$ cat config.mk
export PLATFORM = sky130hd
export DESIGN_NAME = gain_ctrlport_responder_flat
export DESIGN_NICKNAME = d
export VERILOG_FILES = /design/src/rtl/gain_ctrlport_responder_pkg.sv /design/src/rtl/gain_ctrlport_responder_if.sv /design/src/rtl/gain_ctrlport_responder_axis_pkt_tracker.sv /design/src/rtl/gain_ctrlport_responder.sv /design/src/flat_wrapper.sv
export SDC_FILE = /design/constraint.sdc
export NUM_CORES = 1
export LEC_CHECK = 0
export BUFFER_PORTS_ARGS = -buffer_cell sky130_fd_sc_hd__buf_2
export CELL_PAD_IN_SITES_DETAIL_PLACEMENT = 2
export CELL_PAD_IN_SITES_GLOBAL_PLACEMENT = 2
export CORE_MARGIN = 1.5
export CORE_UTILIZATION = 31
export CTS_CLUSTER_DIAMETER = 150
export DETAILED_ROUTE_END_ITERATION = 7
export HOLD_SLACK_MARGIN = 0.12
export PLACE_DENSITY = 0.8
export SLEW_MARGIN = 20
export SYNTH_ARGS = -nofsm -noshare
export SYNTH_HDL_FRONTEND = slang
export SYNTH_HIERARCHICAL = 1
export SYNTH_SLANG_ARGS = --single-unit
$ cat constraint.sdc
create_clock -name clk -period 3.94 [get_ports clk]
set_clock_uncertainty 0.2 [all_clocks]
set_input_delay 0.788 -clock clk [delete_from_list [all_inputs] [get_ports clk]]
set_output_delay 0.788 -clock clk [all_outputs]
set_load 0.005 [all_outputs]
$ cat src/rtl/gain_ctrlport_responder_pkg.sv
// Shared register map, ctrlport types and FSM state for the gain ctrlport responder.
package gain_regs_pkg;

    localparam int unsigned ADDR_W = 20;
    localparam int unsigned DATA_W = 32;
    localparam int unsigned BE_W   = 4;
    localparam int unsigned STS_W  = 2;
    localparam int unsigned OFFS_W = 6;
    localparam int unsigned CNT_W  = 2;
    localparam int unsigned ERR_W  = 8;

    localparam logic [OFFS_W-1:0] REG_GAIN_PEND   = 6'h00;
    localparam logic [OFFS_W-1:0] REG_GAIN_ACTIVE = 6'h04;
    localparam logic [OFFS_W-1:0] REG_STATUS      = 6'h08;
    localparam logic [OFFS_W-1:0] REG_ERR_CLR     = 6'h0C;

    typedef enum logic [STS_W-1:0] {
        STS_OKAY   = 2'd0,
        STS_CMDERR = 2'd1
    } ctrl_status_e;

    typedef struct packed {
        ctrl_status_e        status;
        logic [DATA_W-1:0]   data;
    } ctrl_resp_t;

    typedef enum logic {
        ST_IDLE = 1'b0,
        ST_BUSY = 1'b1
    } fsm_state_e;

endpackage

$ cat src/rtl/gain_ctrlport_responder_if.sv
// Ctrlport request/response bundle between the endpoint and the responder.
interface gain_ctrlport_responder_if;
    import gain_regs_pkg::*;

    logic              req_wr;
    logic              req_rd;
    logic [ADDR_W-1:0] req_addr;
    logic [DATA_W-1:0] req_data;
    logic [BE_W-1:0]   req_byte_en;
    logic              resp_ack;
    logic [STS_W-1:0]  resp_status;
    logic [DATA_W-1:0] resp_data;

    modport master (
        output req_wr, req_rd, req_addr, req_data, req_byte_en,
        input  resp_ack, resp_status, resp_data
    );

    modport slave (
        input  req_wr, req_rd, req_addr, req_data, req_byte_en,
        output resp_ack, resp_status, resp_data
    );

endinterface

$ cat src/rtl/gain_ctrlport_responder_axis_pkt_tracker.sv
// Tracks packet framing on the observed stream and flags edges where a gain change is safe.
module axis_pkt_tracker (
    input  logic clk,
    input  logic rst,
    input  logic axis_tvalid,
    input  logic axis_tready,
    input  logic axis_tlast,
    output logic commit_ok_c
);

    logic hs_c;
    logic in_pkt;

    assign hs_c = axis_tvalid & axis_tready;

    // Inside a packet between its first non-last beat and its last beat.
    always_ff @(posedge clk or posedge rst) begin
        if (rst) begin
            in_pkt <= 1'b0;
        end else if (hs_c) begin
            in_pkt <= ~axis_tlast;
        end
    end

    // Safe unless a packet is open or one is starting on this edge.
    assign commit_ok_c = ~in_pkt & ~(hs_c & ~axis_tlast);

endmodule

$ cat src/rtl/gain_ctrlport_responder.sv
// Ctrlport register responder for the gain block; commits gain at packet boundaries.
module gain_ctrlport_responder
    import gain_regs_pkg::*;
#(
    parameter logic [ADDR_W-1:0] BASE_ADDR    = 20'h0,
    parameter int unsigned       RESP_LATENCY = 1,
    parameter int unsigned       GAIN_W       = 16,
    parameter logic [31:0]       RESET_GAIN   = 32'd1
) (
    input  logic                 clk,
    input  logic                 rst,
    gain_ctrlport_responder_if.slave s_ctrlport,
    input  logic                 axis_tvalid,
    input  logic                 axis_tready,
    input  logic                 axis_tlast,
    output logic [GAIN_W-1:0]    gain_active,
    output logic                 pending
);

    localparam logic [GAIN_W-1:0] RST_GAIN = GAIN_W'(RESET_GAIN);
    localparam logic [CNT_W-1:0]  LAT_M1   = CNT_W'(RESP_LATENCY - 1);

    fsm_state_e        state_q, state_d;
    logic [CNT_W-1:0]  cnt_q, cnt_d;
    ctrl_resp_t        hold_q, hold_d;
    ctrl_resp_t        resp_q, resp_d;
    logic              ack_q, ack_d;
    logic [GAIN_W-1:0] gain_pend_q, gain_pend_d;
    logic [GAIN_W-1:0] gain_active_q, gain_active_d;
    logic              pending_q, pending_d;
    logic [ERR_W-1:0]  err_cnt_q, err_cnt_d;

    logic              commit_ok_c;
    logic              hit_c, req_c, accept_c, drop_c;
    logic [OFFS_W-1:0] offs_c;
    ctrl_resp_t        dec_c;
    logic              wr_pend_c, wr_clr_c;
    logic [DATA_W-1:0] pend_merge_c;
    logic              unused_merge;

    axis_pkt_tracker u_pkt_tracker (
        .clk         (clk),
        .rst         (rst),
        .axis_tvalid (axis_tvalid),
        .axis_tready (axis_tready),
        .axis_tlast  (axis_tlast),
        .commit_ok_c (commit_ok_c)
    );

    assign offs_c   = s_ctrlport.req_addr[OFFS_W-1:0];
    assign hit_c    = s_ctrlport.req_addr[ADDR_W-1:OFFS_W] == BASE_ADDR[ADDR_W-1:OFFS_W];
    assign req_c    = (s_ctrlport.req_wr | s_ctrlport.req_rd) & hit_c;
    assign accept_c = req_c & (state_q == ST_IDLE);
    assign drop_c   = req_c & (state_q == ST_BUSY);

    // Decode the current request into its response and write strobes.
    always_comb begin
        dec_c     = '{status: STS_OKAY, data: '0};
        wr_pend_c = 1'b0;
        wr_clr_c  = 1'b0;
        if (s_ctrlport.req_wr && s_ctrlport.req_rd) begin
            dec_c.status = STS_CMDERR;
        end else if (s_ctrlport.req_rd) begin
            case (offs_c)
                REG_GAIN_PEND:   dec_c.data = DATA_W'(gain_pend_q);
                REG_GAIN_ACTIVE: dec_c.data = DATA_W'(gain_active_q);
                REG_STATUS:      dec_c.data = {16'h0, err_cnt_q, 7'h0, pending_q};
                REG_ERR_CLR:     dec_c.data = '0;
                default:         dec_c.status = STS_CMDERR;
            endcase
        end else begin
            case (offs_c)
                REG_GAIN_PEND: wr_pend_c = 1'b1;
                REG_ERR_CLR:   wr_clr_c  = 1'b1;
                default:       dec_c.status = STS_CMDERR;
            endcase
        end
    end

    // Byte-enable merge of write data onto the pending gain.
    always_comb begin
        pend_merge_c = DATA_W'(gain_pend_q);
        for (int i = 0; i < int'(BE_W); i++) begin
            if (s_ctrlport.req_byte_en[i]) begin
                pend_merge_c[8*i +: 8] = s_ctrlport.req_data[8*i +: 8];
            end
        end
    end

    assign unused_merge = ^pend_merge_c;

    // Next-state, register effects and registered response outputs.
    always_comb begin
        state_d       = state_q;
        cnt_d         = cnt_q;
        hold_d        = hold_q;
        ack_d         = 1'b0;
        resp_d        = '{status: STS_OKAY, data: '0};
        gain_pend_d   = gain_pend_q;
        gain_active_d = gain_active_q;
        pending_d     = pending_q;
        err_cnt_d     = err_cnt_q;

        case (state_q)
            ST_IDLE: begin
                if (accept_c) begin
                    state_d = ST_BUSY;
                    cnt_d   = LAT_M1;
                    hold_d  = dec_c;
                end
            end
            ST_BUSY: begin
                if (cnt_q == '0) begin
                    state_d = ST_IDLE;
                end else begin
                    cnt_d = cnt_q - CNT_W'(1);
                end
            end
            default: state_d = ST_IDLE;
        endcase

        if (state_d == ST_BUSY && cnt_d == '0) begin
            ack_d  = 1'b1;
            resp_d = hold_d;
        end

        if (drop_c && err_cnt_q != '1) begin
            err_cnt_d = err_cnt_q + ERR_W'(1);
        end
        if (accept_c && wr_clr_c) begin
            err_cnt_d = '0;
        end

        // Commit takes the pre-write value; a same-edge write keeps pending set.
        if (pending_q && commit_ok_c) begin
            gain_active_d = gain_pend_q;
            pending_d     = 1'b0;
        end
        if (accept_c && wr_pend_c) begin
            gain_pend_d = GAIN_W'(pend_merge_c);
            pending_d   = 1'b1;
        end
    end

    // State and output registers.
    always_ff @(posedge clk or posedge rst) begin
        if (rst) begin
            state_q       <= ST_IDLE;
            cnt_q         <= '0;
            hold_q        <= '{status: STS_OKAY, data: '0};
            resp_q        <= '{status: STS_OKAY, data: '0};
            ack_q         <= 1'b0;
            gain_pend_q   <= RST_GAIN;
            gain_active_q <= RST_GAIN;
            pending_q     <= 1'b0;
            err_cnt_q     <= '0;
        end else begin
            state_q       <= state_d;
            cnt_q         <= cnt_d;
            hold_q        <= hold_d;
            resp_q        <= resp_d;
            ack_q         <= ack_d;
            gain_pend_q   <= gain_pend_d;
            gain_active_q <= gain_active_d;
            pending_q     <= pending_d;
            err_cnt_q     <= err_cnt_d;
        end
    end

    assign s_ctrlport.resp_ack    = ack_q;
    assign s_ctrlport.resp_status = resp_q.status;
    assign s_ctrlport.resp_data   = resp_q.data;
    assign gain_active            = gain_active_q;
    assign pending                = pending_q;

endmodule

$ cat src/flat_wrapper.sv
// flat-port wrapper written by rule: the top's interface ports become plain ports
module gain_ctrlport_responder_flat import gain_regs_pkg::*;
#(
    parameter logic [ADDR_W-1:0] BASE_ADDR    = 20'h0,
    parameter int unsigned       RESP_LATENCY = 1,
    parameter int unsigned       GAIN_W       = 16,
    parameter logic [31:0]       RESET_GAIN   = 32'd1
)
  (clk, rst, axis_tvalid, axis_tready, axis_tlast, gain_active, pending, s_ctrlport_req_wr, s_ctrlport_req_rd, s_ctrlport_req_addr, s_ctrlport_req_data, s_ctrlport_req_byte_en, s_ctrlport_resp_ack, s_ctrlport_resp_status, s_ctrlport_resp_data);
  gain_ctrlport_responder_if s_ctrlport_i ();
  input  logic clk;
  input  logic rst;
  input  logic axis_tvalid;
  input  logic axis_tready;
  input  logic axis_tlast;
  output logic [GAIN_W-1:0] gain_active;
  output logic pending;
  input wire logic [$bits(s_ctrlport_i.req_wr)-1:0] s_ctrlport_req_wr;
  input wire logic [$bits(s_ctrlport_i.req_rd)-1:0] s_ctrlport_req_rd;
  input wire logic [$bits(s_ctrlport_i.req_addr)-1:0] s_ctrlport_req_addr;
  input wire logic [$bits(s_ctrlport_i.req_data)-1:0] s_ctrlport_req_data;
  input wire logic [$bits(s_ctrlport_i.req_byte_en)-1:0] s_ctrlport_req_byte_en;
  output wire logic [$bits(s_ctrlport_i.resp_ack)-1:0] s_ctrlport_resp_ack;
  output wire logic [$bits(s_ctrlport_i.resp_status)-1:0] s_ctrlport_resp_status;
  output wire logic [$bits(s_ctrlport_i.resp_data)-1:0] s_ctrlport_resp_data;
  assign s_ctrlport_i.req_wr = s_ctrlport_req_wr;
  assign s_ctrlport_i.req_rd = s_ctrlport_req_rd;
  assign s_ctrlport_i.req_addr = s_ctrlport_req_addr;
  assign s_ctrlport_i.req_data = s_ctrlport_req_data;
  assign s_ctrlport_i.req_byte_en = s_ctrlport_req_byte_en;
  assign s_ctrlport_resp_ack = s_ctrlport_i.resp_ack;
  assign s_ctrlport_resp_status = s_ctrlport_i.resp_status;
  assign s_ctrlport_resp_data = s_ctrlport_i.resp_data;
  gain_ctrlport_responder #(.BASE_ADDR(BASE_ADDR), .RESP_LATENCY(RESP_LATENCY), .GAIN_W(GAIN_W), .RESET_GAIN(RESET_GAIN)) u_core (.clk(clk), .rst(rst), .s_ctrlport(s_ctrlport_i), .axis_tvalid(axis_tvalid), .axis_tready(axis_tready), .axis_tlast(axis_tlast), .gain_active(gain_active), .pending(pending));
endmodule
==> flow_metrics.py, run 1 <==
metrics = {
    "worst_setup_path": {
        "worstPathRequired_ns": 4.03,
        "cp_data_arrival_time_ns": 2.83,
        "r2r_cells": 5,
        "reg2reg_to": "u_core/s_ctrlport.resp_data[9]$_DFF_PP0_",
        "timing.rr.start": "u_core/state_q$_DFF_PP0_",
        "worst_path_max_delay_cell": "or3_1",
        "critPathKind": "input pin to flip-flop",
        "timing.reg2reg.setup_slack_ns": 1.58,
        "path_max_fanout": 11,
        "cp_cell_sequence": "buf_2 -> nor4_2 -> o211ai_1 -> or3_1 -> nor4_4 -> nor2_1",
        "end_kind": "flip-flop",
        "critical_path.max_stage_delay_ns": 0.54,
        "critPathLaunchType": "input pin",
    },
    "sta": {
        "setup_violations": 0,
        "slew_viol_final": 0,
        "max_freq_mhz": 364.3,
        "period_share_pct": 69.66,
        "worst_pin_slew_ns": 0.9105,
        "report.final.hold_viol_count": 0,
        "maxSlewHeadroom_pct": 39.03,
        "rsz0062_at_grt": "no",
        "min_period_ns": 2.745,
        "finalSetupTns_ns": 0,
        "fin_ws_ns": 1.195,
    },
    "logic_synthesis": {
        "synthFlopType": "dfrtp_1",
        "ys_types": 39,
        "ys_async_sr_fraction_pct": 100.0,
        "syn_area_per_cell_um2": 12.50,
        "netlist_instances": 372,
        "synth-seq-area-share_pct": 61.41,
        "netlist_area_um2": 4649,
        "yosys_warnings": 6,
        "synth-edff-count": 0,
        "postSynthNetCount": 436,
        "synth-seq-cells": 114,
    },
    "drt": {
        "routed_wl_um": 12220,
        "drc_errors": 0,
        "drt_pre_antenna_iters": 4,
        "drtIter0Drc": 143,
        "wl_per_cell_um": 18.18,
        "viasPerCell": 4.835,
        "vias": 3249,
        "drtAntennaViolNets": 0,
    },
    "clock_tree": {
        "clock_path_buffers": 2,
        "cts_root_buffer": "clkbuf_16",
        "clkTransAtPathRegs_ns": 0.06,
        "cts_tree": "built",
        "cts_setup_buffers": 0,
        "clock_sinks": 114,
        "clock_latency_ns": 0.42,
        "htree_num_levels": 4,
        "cts_made_buffers": 17,
    },
    "flow_run": {
        "max-cap-violations": 0,
    },
    "final_layout": {
        "multi_input_comb_area_um2": 1695,
        "filler_cell_count": 1497,
        "most-common-layout-cells": "dfrtp_1, buf_2, mux2_2, and2_1, nor2_1",
        "finalNetCount": 539,
        "syn2layout_area_growth_pct": 27.21,
        "antenna_cells": 0,
        "drive_gt1_share_pct": 38.32,
        "fin_util_pct": 40.54,
        "regArea_um2": 2855,
        "layout_commonest_cell": "dfrtp_1",
    },
    "status": {
        "status": "finished, final reports clean",
    },
    "floorplan": {
        "rows": 44,
        "ios": 115,
        "start_util_pct": 31.87,
        "core_um2": 14590,
        "die-area_um2": 15740,
        "die_h_um": 125.5,
        "fp.dieW_um": 125.5,
    },
    "global_routing": {
        "grt_busiest_layer": "met2",
        "grt_max_degree": 51,
        "use_met1_pct": 21.89,
        "grt_pass1_vias": 3625,
        "grt_pass1_wl_um": 20380,
        "antenna_found_initial": 0,
        "met2_usage_pct": 27.01,
        "globalRouteTotalUtil_pct": 16.99,
        "met3_usage_pct": 5.092,
        "grt_overflow": 0,
    },
    "placed_design": {
        "portBuffers": 96,
        "hpwl_um": 8675,
        "place_ws_ns": 0.7570,
        "gp_congestion": 0.8177,
    },
    "power": {
        "vdd_drop_max_v": 0.0003071,
        "cellPowerDensity_nw_per_um2": 459.1,
        "p_leak_nw": 3.068,
    },
    "worst_hold_path": {
        "min_from": "u_core/hold_q[11]$_DFF_PP0_",
        "worstHoldPathCells": 2,
        "worst_hold_path.endpoint": "u_core/hold_q[11]$_DFF_PP0_",
        "hold_path_class": "flip-flop to flip-flop",
    },
}
logic make-up after synthesis:
kind of cell | synth area share (%)
buffers and inverters | 2.180
adders and majority gates | 0.2691
AOI/OAI and AO/OA | 4.925
and+or+nand+nor | 16.52
muxes | 13.56
xor gates and xnor gates | 1.130
DFF | 61.41
metrics by stage:
stage | instance area, um^2 | instances | power, mW | hold WS [ns]
floorplan | 4653 | 372 | 1.230 | 0.2327
global placement | 5331 | 639 | 1.268 | 0.2438
detailed placement | 5331 | 639 | 1.273 | 0.2620
CTS | 5912 | 672 | 2.757 | 0.2766
global route | 5914 | 672 | 2.822 | 0.2952
finish | 5914 | 672 | 2.716 | 0.2769
worst max-delay path: cells and delay by family:
family | cells | cell delay (ns)
AND/OR/NAND/NOR | 4 | 1.48
AO/OA/AOI/OAI | 1 | 0.45
buffers and inverters | 1 | 0.10
layer usage:
metal	wire length (um)	share of wire, %
met5	0	0
met3	549	4.5
met4	176	1.4
met1	5628	46
met2	5864	48
flip-flops by register name, summed over array words and instances (netlist names):
register / flops
u_core/gain_active: 16
u_core/u_pkt_tracker/in_pkt: 1
u_core/s_ctrlport.resp_data: 32
u_core/err_cnt_q: 8
u_core/cnt_q: 2
u_core/hold_q: 34
u_core/gain_pend_q: 16
u_core/state_q: 1
u_core/s_ctrlport.resp_ack: 1
u_core/pending: 1
u_core/s_ctrlport.resp_status: 2
what timing repair did:
action                                 in CTS  in global routing
hold buffers                                1                  0
endpoints found under the hold margin       1                  0
setup endpoints to repair                   0                  0
gates resized for setup                     0                  0
worst max path at each step:
stage,start,endpoint,slack (ns),cells after the start
global route,s_ctrlport_req_addr[7],u_core/err_cnt_q[4]$_DFFE_PP0P_,1.03,6
floorplan,s_ctrlport_req_addr[9],u_core/gain_pend_q[1]$_DFFE_PP0P_,1.34,6
CTS,s_ctrlport_req_addr[7],u_core/err_cnt_q[2]$_DFFE_PP0P_,1.21,6
detailed placement,s_ctrlport_req_addr[7],u_core/err_cnt_q[3]$_DFFE_PP0P_,0.76,6
global placement,s_ctrlport_req_addr[7],u_core/err_cnt_q[3]$_DFFE_PP0P_,0.83,6
finish,s_ctrlport_req_addr[7],u_core/err_cnt_q[2]$_DFFE_PP0P_,1.20,6
power breakdown:
group          total (mW)  switching [mW]  leakage (nW)  internal [mW]
Sequential           1.17        0.000669          1.58           1.17
Clock                1.46           0.577         0.269          0.887
Combinational      0.0771          0.0498          1.22         0.0273
final cells by class:
cell class                      instances  share of cell area, %
Sequential cell                       114                  48.28
Multi-Input combinational cell        235                  28.67
Timing Repair Buffer                  102                  9.139
Clock buffer                           18                  7.425
Tap cell                              184                  3.893
Clock inverter                         14                  2.221
Inverter                                5                 0.3808
synth_stat cells (all sizes together), types with 2 or more instances:
| cell | number | area (um^2) |
|---|---|---|
| mux2i | 18 | 180.2 |
| nand2 | 21 | 81.33 |
| clkbuf | 10 | 37.54 |
| dfstp | 2 | 52.55 |
| nand4 | 3 | 18.77 |
| nor2 | 29 | 116.4 |
| nand3b | 2 | 15.01 |
| o211ai | 2 | 20.02 |
| and2 | 30 | 187.7 |
| o21ai | 10 | 50.05 |
| mux2 | 40 | 450.4 |
| nor4 | 7 | 86.33 |
| inv | 5 | 18.77 |
| and3 | 18 | 112.6 |
| a31oi | 2 | 12.51 |
| buf | 8 | 45.04 |
| a21oi | 11 | 55.05 |
| nor2b | 3 | 18.77 |
| or4 | 2 | 15.01 |
| nor3 | 3 | 26.28 |
| nor4b | 2 | 17.52 |
| nand3 | 9 | 45.04 |
| or3 | 2 | 12.51 |
| o31ai | 11 | 82.58 |
| dfrtp | 112 | 2803 |
| xnor2 | 5 | 43.79 |
(Power assumes the default switching activity.)
==> inputs of run 2 (changes only) <==
- CORE_UTILIZATION: 31 -> 35
- PLACE_DENSITY: 0.8 -> 0.85
- clock period: 3.94 -> 2.62 ns (I/O delays scaled with it)
==> run 2 against run 1 <==
Effect of this change: design area is 3.6% higher; via count increased by 6.1%; non-clock buffer count up 21; sequential power increased by 51%; cell count up 1.5%; highest routed layer unchanged; sequential share of layout area fell by 1.7 points; utilization up 7.4 points; global-route usage increased by 4.8 points; largest cell class unchanged; total power up 58%; critical path type unchanged; clock power up 64%.
==> flow_metrics.py, run 2 (synthesized netlist as in run 1, its figures left out) <==
metrics = {
    "clock_tree": {
        "clock_sinks": 114,
        "htree_num_levels": 4,
        "hold_buffers": 6,
        "cts_root_buffer": "clkbuf_16",
        "cts_resized": 0,
        "clock_latency_ns": 0.43,
        "cts_setup_buffers": 0,
        "clock_path_buffers": 2,
        "cts_made_buffers": 17,
        "clkTransAtPathRegs_ns": 0.05,
        "cts_tree": "built",
    },
    "placed_design": {
        "place_area_um2": 5449,
        "gp_congestion": 0.8391,
        "portBuffers": 96,
        "place_ws_ns": -0.04181,
        "hpwl_um": 9624,
    },
    "drt": {
        "drtIter0Drc": 151,
        "vias": 3447,
        "wl_per_cell_um": 20.71,
        "viasPerCell": 5.054,
        "drt_pre_antenna_iters": 4,
        "routed_wl_um": 14120,
        "drc_errors": 0,
        "drtAntennaViolNets": 0,
    },
    "power": {
        "p_int_mw": 3.360,
        "p_leak_nw": 3.191,
        "power_frac_comb_pct": 3.1,
        "vdd_drop_max_v": 0.0005339,
        "p_clk_share_pct": 55.7,
        "power_switching_mw": 0.9256,
        "cellPowerDensity_nw_per_um2": 699.6,
        "p_seq_share_pct": 41.2,
        "switching_share_pct": 21.60,
    },
    "flow_run": {
        "max-cap-violations": 0,
    },
    "sta": {
        "min_period_ns": 2.308,
        "worst_pin_slew_ns": 0.5648,
        "setup_violations": 0,
        "fin_hold_ws_ns": 0.1402,
        "report.final.hold_viol_count": 0,
        "slew_viol_final": 0,
        "maxSlewHeadroom_pct": 62.27,
        "rsz0062_at_grt": "no",
        "fin_ws_ns": 0.3120,
        "max_freq_mhz": 433.3,
        "period_share_pct": 88.09,
    },
    "global_routing": {
        "globalRouteTotalUtil_pct": 21.82,
        "antenna_found_initial": 1,
        "grt_pass1_vias": 3958,
        "grt_overflow": 0,
        "grt_pass1_wl_um": 22720,
        "grt_max_degree": 54,
    },
    "status": {
        "status": "finished, final reports clean",
    },
    "floorplan": {
        "die-area_um2": 13980,
        "rows": 41,
        "start_util_pct": 36.40,
        "die_h_um": 118.3,
        "fp.dieW_um": 118.3,
        "ios": 115,
        "core_um2": 12770,
    },
    "worst_setup_path": {
        "critPathKind": "input pin to flip-flop",
        "worstPathRequired_ns": 2.73,
        "cp_data_arrival_time_ns": 2.42,
        "path_max_fanout": 8,
        "r2r_cells": 6,
        "critPathLaunchType": "input pin",
        "timing.rr.start": "u_core/err_cnt_q[0]$_DFFE_PP0P_",
        "end_kind": "flip-flop",
        "timing.reg2reg.setup_slack_ns": 0.40,
        "reg2reg_to": "u_core/err_cnt_q[7]$_DFFE_PP0P_",
    },
    "worst_hold_path": {
        "min_from": "s_ctrlport_req_data[13]",
        "worstHoldPathCells": 2,
        "hold_path_class": "input pin to flip-flop",
        "worst_hold_path.endpoint": "u_core/gain_pend_q[13]$_DFFE_PP0P_",
    },
    "final_layout": {
        "layout_commonest_cell": "dfrtp_1",
        "syn2layout_area_growth_pct": 31.75,
        "final_area_um2": 6126,
        "regMostFlops": "u_core/hold_q",
        "drive_gt1_share_pct": 39.49,
        "fin_util_pct": 47.96,
        "finalNetCount": 560,
        "most-common-layout-cells": "dfrtp_1, buf_2, mux2_2, and2_1, nor2_1",
        "filler_cell_count": 1269,
        "largest_register_ff_count": 34,
    },
}
==> run 2: worst max-delay path by stage <==
stage | endpoint | cells past startpoint | slack (ns) | start
6_report | u_core/gain_pend_q[7]$_DFFE_PP0P_ | 6 | 0.31 | s_ctrlport_req_addr[1]
5_1_grt | u_core/s_ctrlport.resp_status[0]$_DFF_PP0_ | 9 | 0.21 | s_ctrlport_req_addr[9]
4_1_cts | u_core/s_ctrlport.resp_data[15]$_DFF_PP0_ | 9 | 0.33 | s_ctrlport_req_addr[7]
3_5_place_dp | u_core/gain_pend_q[4]$_DFFE_PP0P_ | 6 | -0.04 | s_ctrlport_req_addr[1]
3_3_place_gp | u_core/gain_pend_q[4]$_DFFE_PP0P_ | 6 | 0.04 | s_ctrlport_req_addr[7]
2_1_floorplan | u_core/gain_pend_q[1]$_DFFE_PP0P_ | 6 | 0.28 | s_ctrlport_req_addr[9]
==> run 2: power by group through the flow <==
stage                     combinational, mW  clock (mW)  sequential (mW)
after floorplan                      0.0544           0             1.80
after global placement                0.117           0             1.80
after detailed placement              0.125           0             1.80
after CTS                             0.135        2.42             1.77
after global routing                  0.147        2.51             1.77
final                                 0.133        2.39             1.77
==> run 2: final cells by class <==
| class | instances | area, um^2 | area share (%) |
|---|---|---|---|
| Multi-Input combinational cell | 235 | 1693 | 27.63 |
| Timing Repair Buffer | 123 | 723.2 | 11.81 |
| Tap cell | 172 | 215.2 | 3.513 |
| Antenna cell | 1 | 2.502 | 0.04085 |
| Inverter | 5 | 22.52 | 0.3676 |
| Clock inverter | 12 | 157.7 | 2.574 |
| Clock buffer | 20 | 456.7 | 7.455 |
| Sequential cell | 114 | 2855 | 46.61 |
==> run 2: layer usage <==
layer  part of all wire [%]  GRT usage (%)  vias up
met5                      0              0        -
met4                    2.4          9.909        0
met3                    3.8          6.515       25
met2                     54          38.55       91
met1                     40          24.07     1785
li1                       -              -     1546
==> run 2: worst max-delay path, cell delays in order <==
cell and delay (ns):
buf_2 0.11, or4_1 0.60, nor2_1 0.32, nand3_1 0.18, nor2_4 0.29, mux2_2 0.38
==> run 2: through the flow <==
step | TNS [ns] | instances | total power [mW]
final | 0 | 682 | 4.286
after floorplan | 0 | 372 | 1.850
after global placement | 0 | 643 | 1.913
after CTS | 0 | 681 | 4.323
after detailed placement | -0.3721 | 643 | 1.921
after global routing | 0 | 682 | 4.418
==> inputs of run 3 (changes only) <==
- CAP_MARGIN: default -> 15
- REMOVE_ABC_BUFFERS: default -> 1
- SYNTH_HIERARCHICAL: 1 -> default
==> run 3 against run 2 <==
Effect of this change: total power grew 3.2%; utilization shrank 0.77 points; critical path type unchanged; register-to-register slack better by 0.37 ns; count of clock-buffer cells in the layout is 3 higher; non-clock buffer count fell by 4; first-iteration DRC count is 7.9% lower; wire length up 0.50%; worst hold slack lost 0.0028 ns; combinational power grew 7%.
==> flow_metrics.py, run 3 <==
metrics = {
    "final_layout": {
        "multi_input_comb_area_um2": 1826,
        "filler_cell_count": 1318,
        "syn2layout_area_growth_pct": 31.02,
        "most-common-layout-cells": "dfrtp_1, buf_2, nand2_1, mux2_2, and2_1",
        "layout_commonest_cell": "dfrtp_1",
        "regMostFlops": "u_core.hold_q",
        "regArea_um2": 2855,
        "finalNetCount": 577,
        "largest_register_ff_count": 34,
        "drive_gt1_share_pct": 38.02,
        "fin_util_pct": 47.19,
    },
    "worst_hold_path": {
        "hold_path_class": "input pin to flip-flop",
    },
    "drt": {
        "drt_pre_antenna_iters": 4,
        "highest_layer": "met4",
        "drtIter0Drc": 139,
        "wl_met3_um": 581,
        "drtAntennaViolNets": 0,
        "routed_wl_um": 14190,
        "wl_met1_um": 5612,
        "wl_met2_um": 7584,
        "drc_errors": 0,
        "wl_per_cell_um": 20.19,
        "viasPerCell": 5.165,
        "vias": 3631,
    },
    "floorplan": {
        "core_um2": 13300,
        "rows": 42,
        "die_h_um": 120.0,
        "start_util_pct": 36.02,
        "fp.dieW_um": 120.0,
        "ios": 115,
        "die-area_um2": 14390,
    },
    "logic_synthesis": {
        "synth_top_area_share_pct": 58.53,
        "synth-seq-area-share_pct": 59.63,
        "ys_async_sr_fraction_pct": 100.0,
        "synth-edff-count": 0,
        "synth-seq-cells": 114,
        "yosysTopAreaCell": "dfrtp_1",
        "netlist_instances": 396,
        "ys_types": 48,
        "synth_most_common_cell": "dfrtp_1",
        "ys_top_cells_by_area": "dfrtp_1, mux2_2, and2_1",
        "yosys_warnings": 0,
        "syn_area_per_cell_um2": 12.09,
        "synthFlopType": "dfrtp_1",
        "netlist_area_um2": 4788,
        "synth_top_cells_by_count": "dfrtp_1, nand2_1, mux2_2, and2_1, o21ai_0",
    },
    "placed_design": {
        "gp_congestion": 0.8513,
        "hpwl_um": 9608,
        "portBuffers": 96,
    },
    "worst_setup_path": {
        "worst_path_max_delay_cell": "or4_1",
        "end_kind": "flip-flop",
        "cp_top_family": "simple AND/OR/NAND/NOR gates",
        "critical_path.max_stage_delay_ns": 0.56,
        "critPathLaunchType": "input pin",
        "cp_cell_sequence": "buf_2 -> or4_1 -> buf_4 -> nor4bb_1 -> buf_4 -> nand4_1 -> nand2_1",
        "path_buf_inv": 3,
        "critPathKind": "input pin to flip-flop",
        "cp_data_arrival_time_ns": 2.43,
        "worstPathRequired_ns": 2.77,
        "path_common_cell": "buf_4",
        "path_max_fanout": 9,
    },
    "power": {
        "cellPowerDensity_nw_per_um2": 704.7,
        "vdd_drop_max_v": 0.0003383,
        "p_leak_nw": 3.399,
    },
    "sta": {
        "slew_viol_final": 0,
        "period_share_pct": 87.22,
        "report.final.hold_viol_count": 0,
        "min_period_ns": 2.285,
        "max_freq_mhz": 437.6,
        "maxSlewHeadroom_pct": 60.09,
        "rsz0062_at_grt": "no",
        "finalSetupTns_ns": 0,
        "setup_violations": 0,
        "worst_pin_slew_ns": 0.5964,
    },
    "global_routing": {
        "grt_pass1_vias": 4177,
        "antenna_found_initial": 1,
        "grt_overflow": 0,
        "grt_pass1_wl_um": 23010,
        "grt_max_degree": 47,
        "globalRouteTotalUtil_pct": 21.40,
    },
    "flow_run": {
        "max-cap-violations": 0,
    },
    "clock_tree": {
        "clkTransAtPathRegs_ns": 0.05,
        "htree_num_levels": 4,
        "clock_latency_ns": 0.42,
        "cts_root_buffer": "clkbuf_16",
        "cts_made_buffers": 17,
        "cts_tree": "built",
        "clock_sinks": 114,
        "clock_path_buffers": 2,
        "cts_setup_buffers": 0,
    },
    "status": {
        "status": "finished, final reports clean",
    },
}
==> run 3: power by group <==
group          switching, mW  internal, mW
registers            0.00221          1.77
clock network          0.798          1.71
logic                 0.0903        0.0515
total                  0.891          3.53
==> run 3: what timing repair did <==
| item | CTS | global route |
|---|---|---|
| resized for setup | 0 | 0 |
| hold buffers | 2 | 0 |
| hold endpoints to repair | 32 | 0 |
==> run 3: path summary, 6_finish.rpt <==
| check | from | end | slack (ns) | depth (start not counted) |
|---|---|---|---|---|
| min reg2reg | u_core.hold_q[27]$_DFF_PP0_ | u_core.s_ctrlport.resp_data[27]$_DFF_PP0_ | 0.27 | 1 |
| max | s_ctrlport_req_addr[1] | u_core.hold_q[15]$_DFF_PP0_ | 0.33 | 7 |
| min | s_ctrlport_req_data[7] | u_core.gain_pend_q[7]$_DFFE_PP0P_ | 0.14 | 2 |
| min in group asynchronous | rst | u_core.s_ctrlport.resp_status[0]$_DFF_PP0_ | 0.49 | 3 |
| max in group asynchronous | rst | u_core.gain_active[0]$_DFFE_PP1P_ | 1.06 | 4 |
| max reg2reg | u_core.err_cnt_q[0]$_DFFE_PP0P_ | u_core.err_cnt_q[6]$_DFFE_PP0P_ | 0.77 | 5 |
==> run 3: metal layers <==
metal	GRT usage [%]	vias up
met5	0	-
met4	10.79	0
met3	4.753	29
met2	38.00	99
met1	24.06	1873
li1	-	1630
==> run 3: final cells by class <==
cell class	instances	area share, %
inverters	6	0.3989
multi-input cells	255	29.10
flip-flops and latches	114	45.51
clock buffers	23	7.938
repair buffers	119	11.09
well taps	176	3.510
clock inverters	9	2.413
diodes	1	0.03989
==> run 3: kinds of logic (layout without fill, tap and decap cells) <==
logic type | count (synthesis) | in the layout | share of synthesized area, %
flip-flops | 114 | 114 | 59.63
AO/OA/AOI/OAI | 52 | 52 | 7.395
other | 0 | 1 | 0
multiplexers | 51 | 51 | 11.71
adder cells (fa/ha/maj) | 1 | 1 | 0.2613
XOR/XNOR | 1 | 1 | 0.1829
buffers and inverters | 27 | 157 | 2.299
AND/OR/NAND/NOR | 150 | 150 | 18.53
==> run 3: stage by stage <==
step / setup slack, ns / area (um^2) / total power, mW / hold slack, ns / cells
floorplan: -1.116 / 4701 / 1.853 / 0.2402 / 375
global placement: 0.08103 / 5602 / 1.931 / 0.2524 / 668
detailed placement: 0.0003357 / 5602 / 1.940 / 0.2632 / 668
CTS: 0.3725 / 6271 / 4.471 / 0.1204 / 702
global route: 0.2831 / 6274 / 4.554 / 0.1332 / 703
finish: 0.3349 / 6274 / 4.421 / 0.1374 / 703
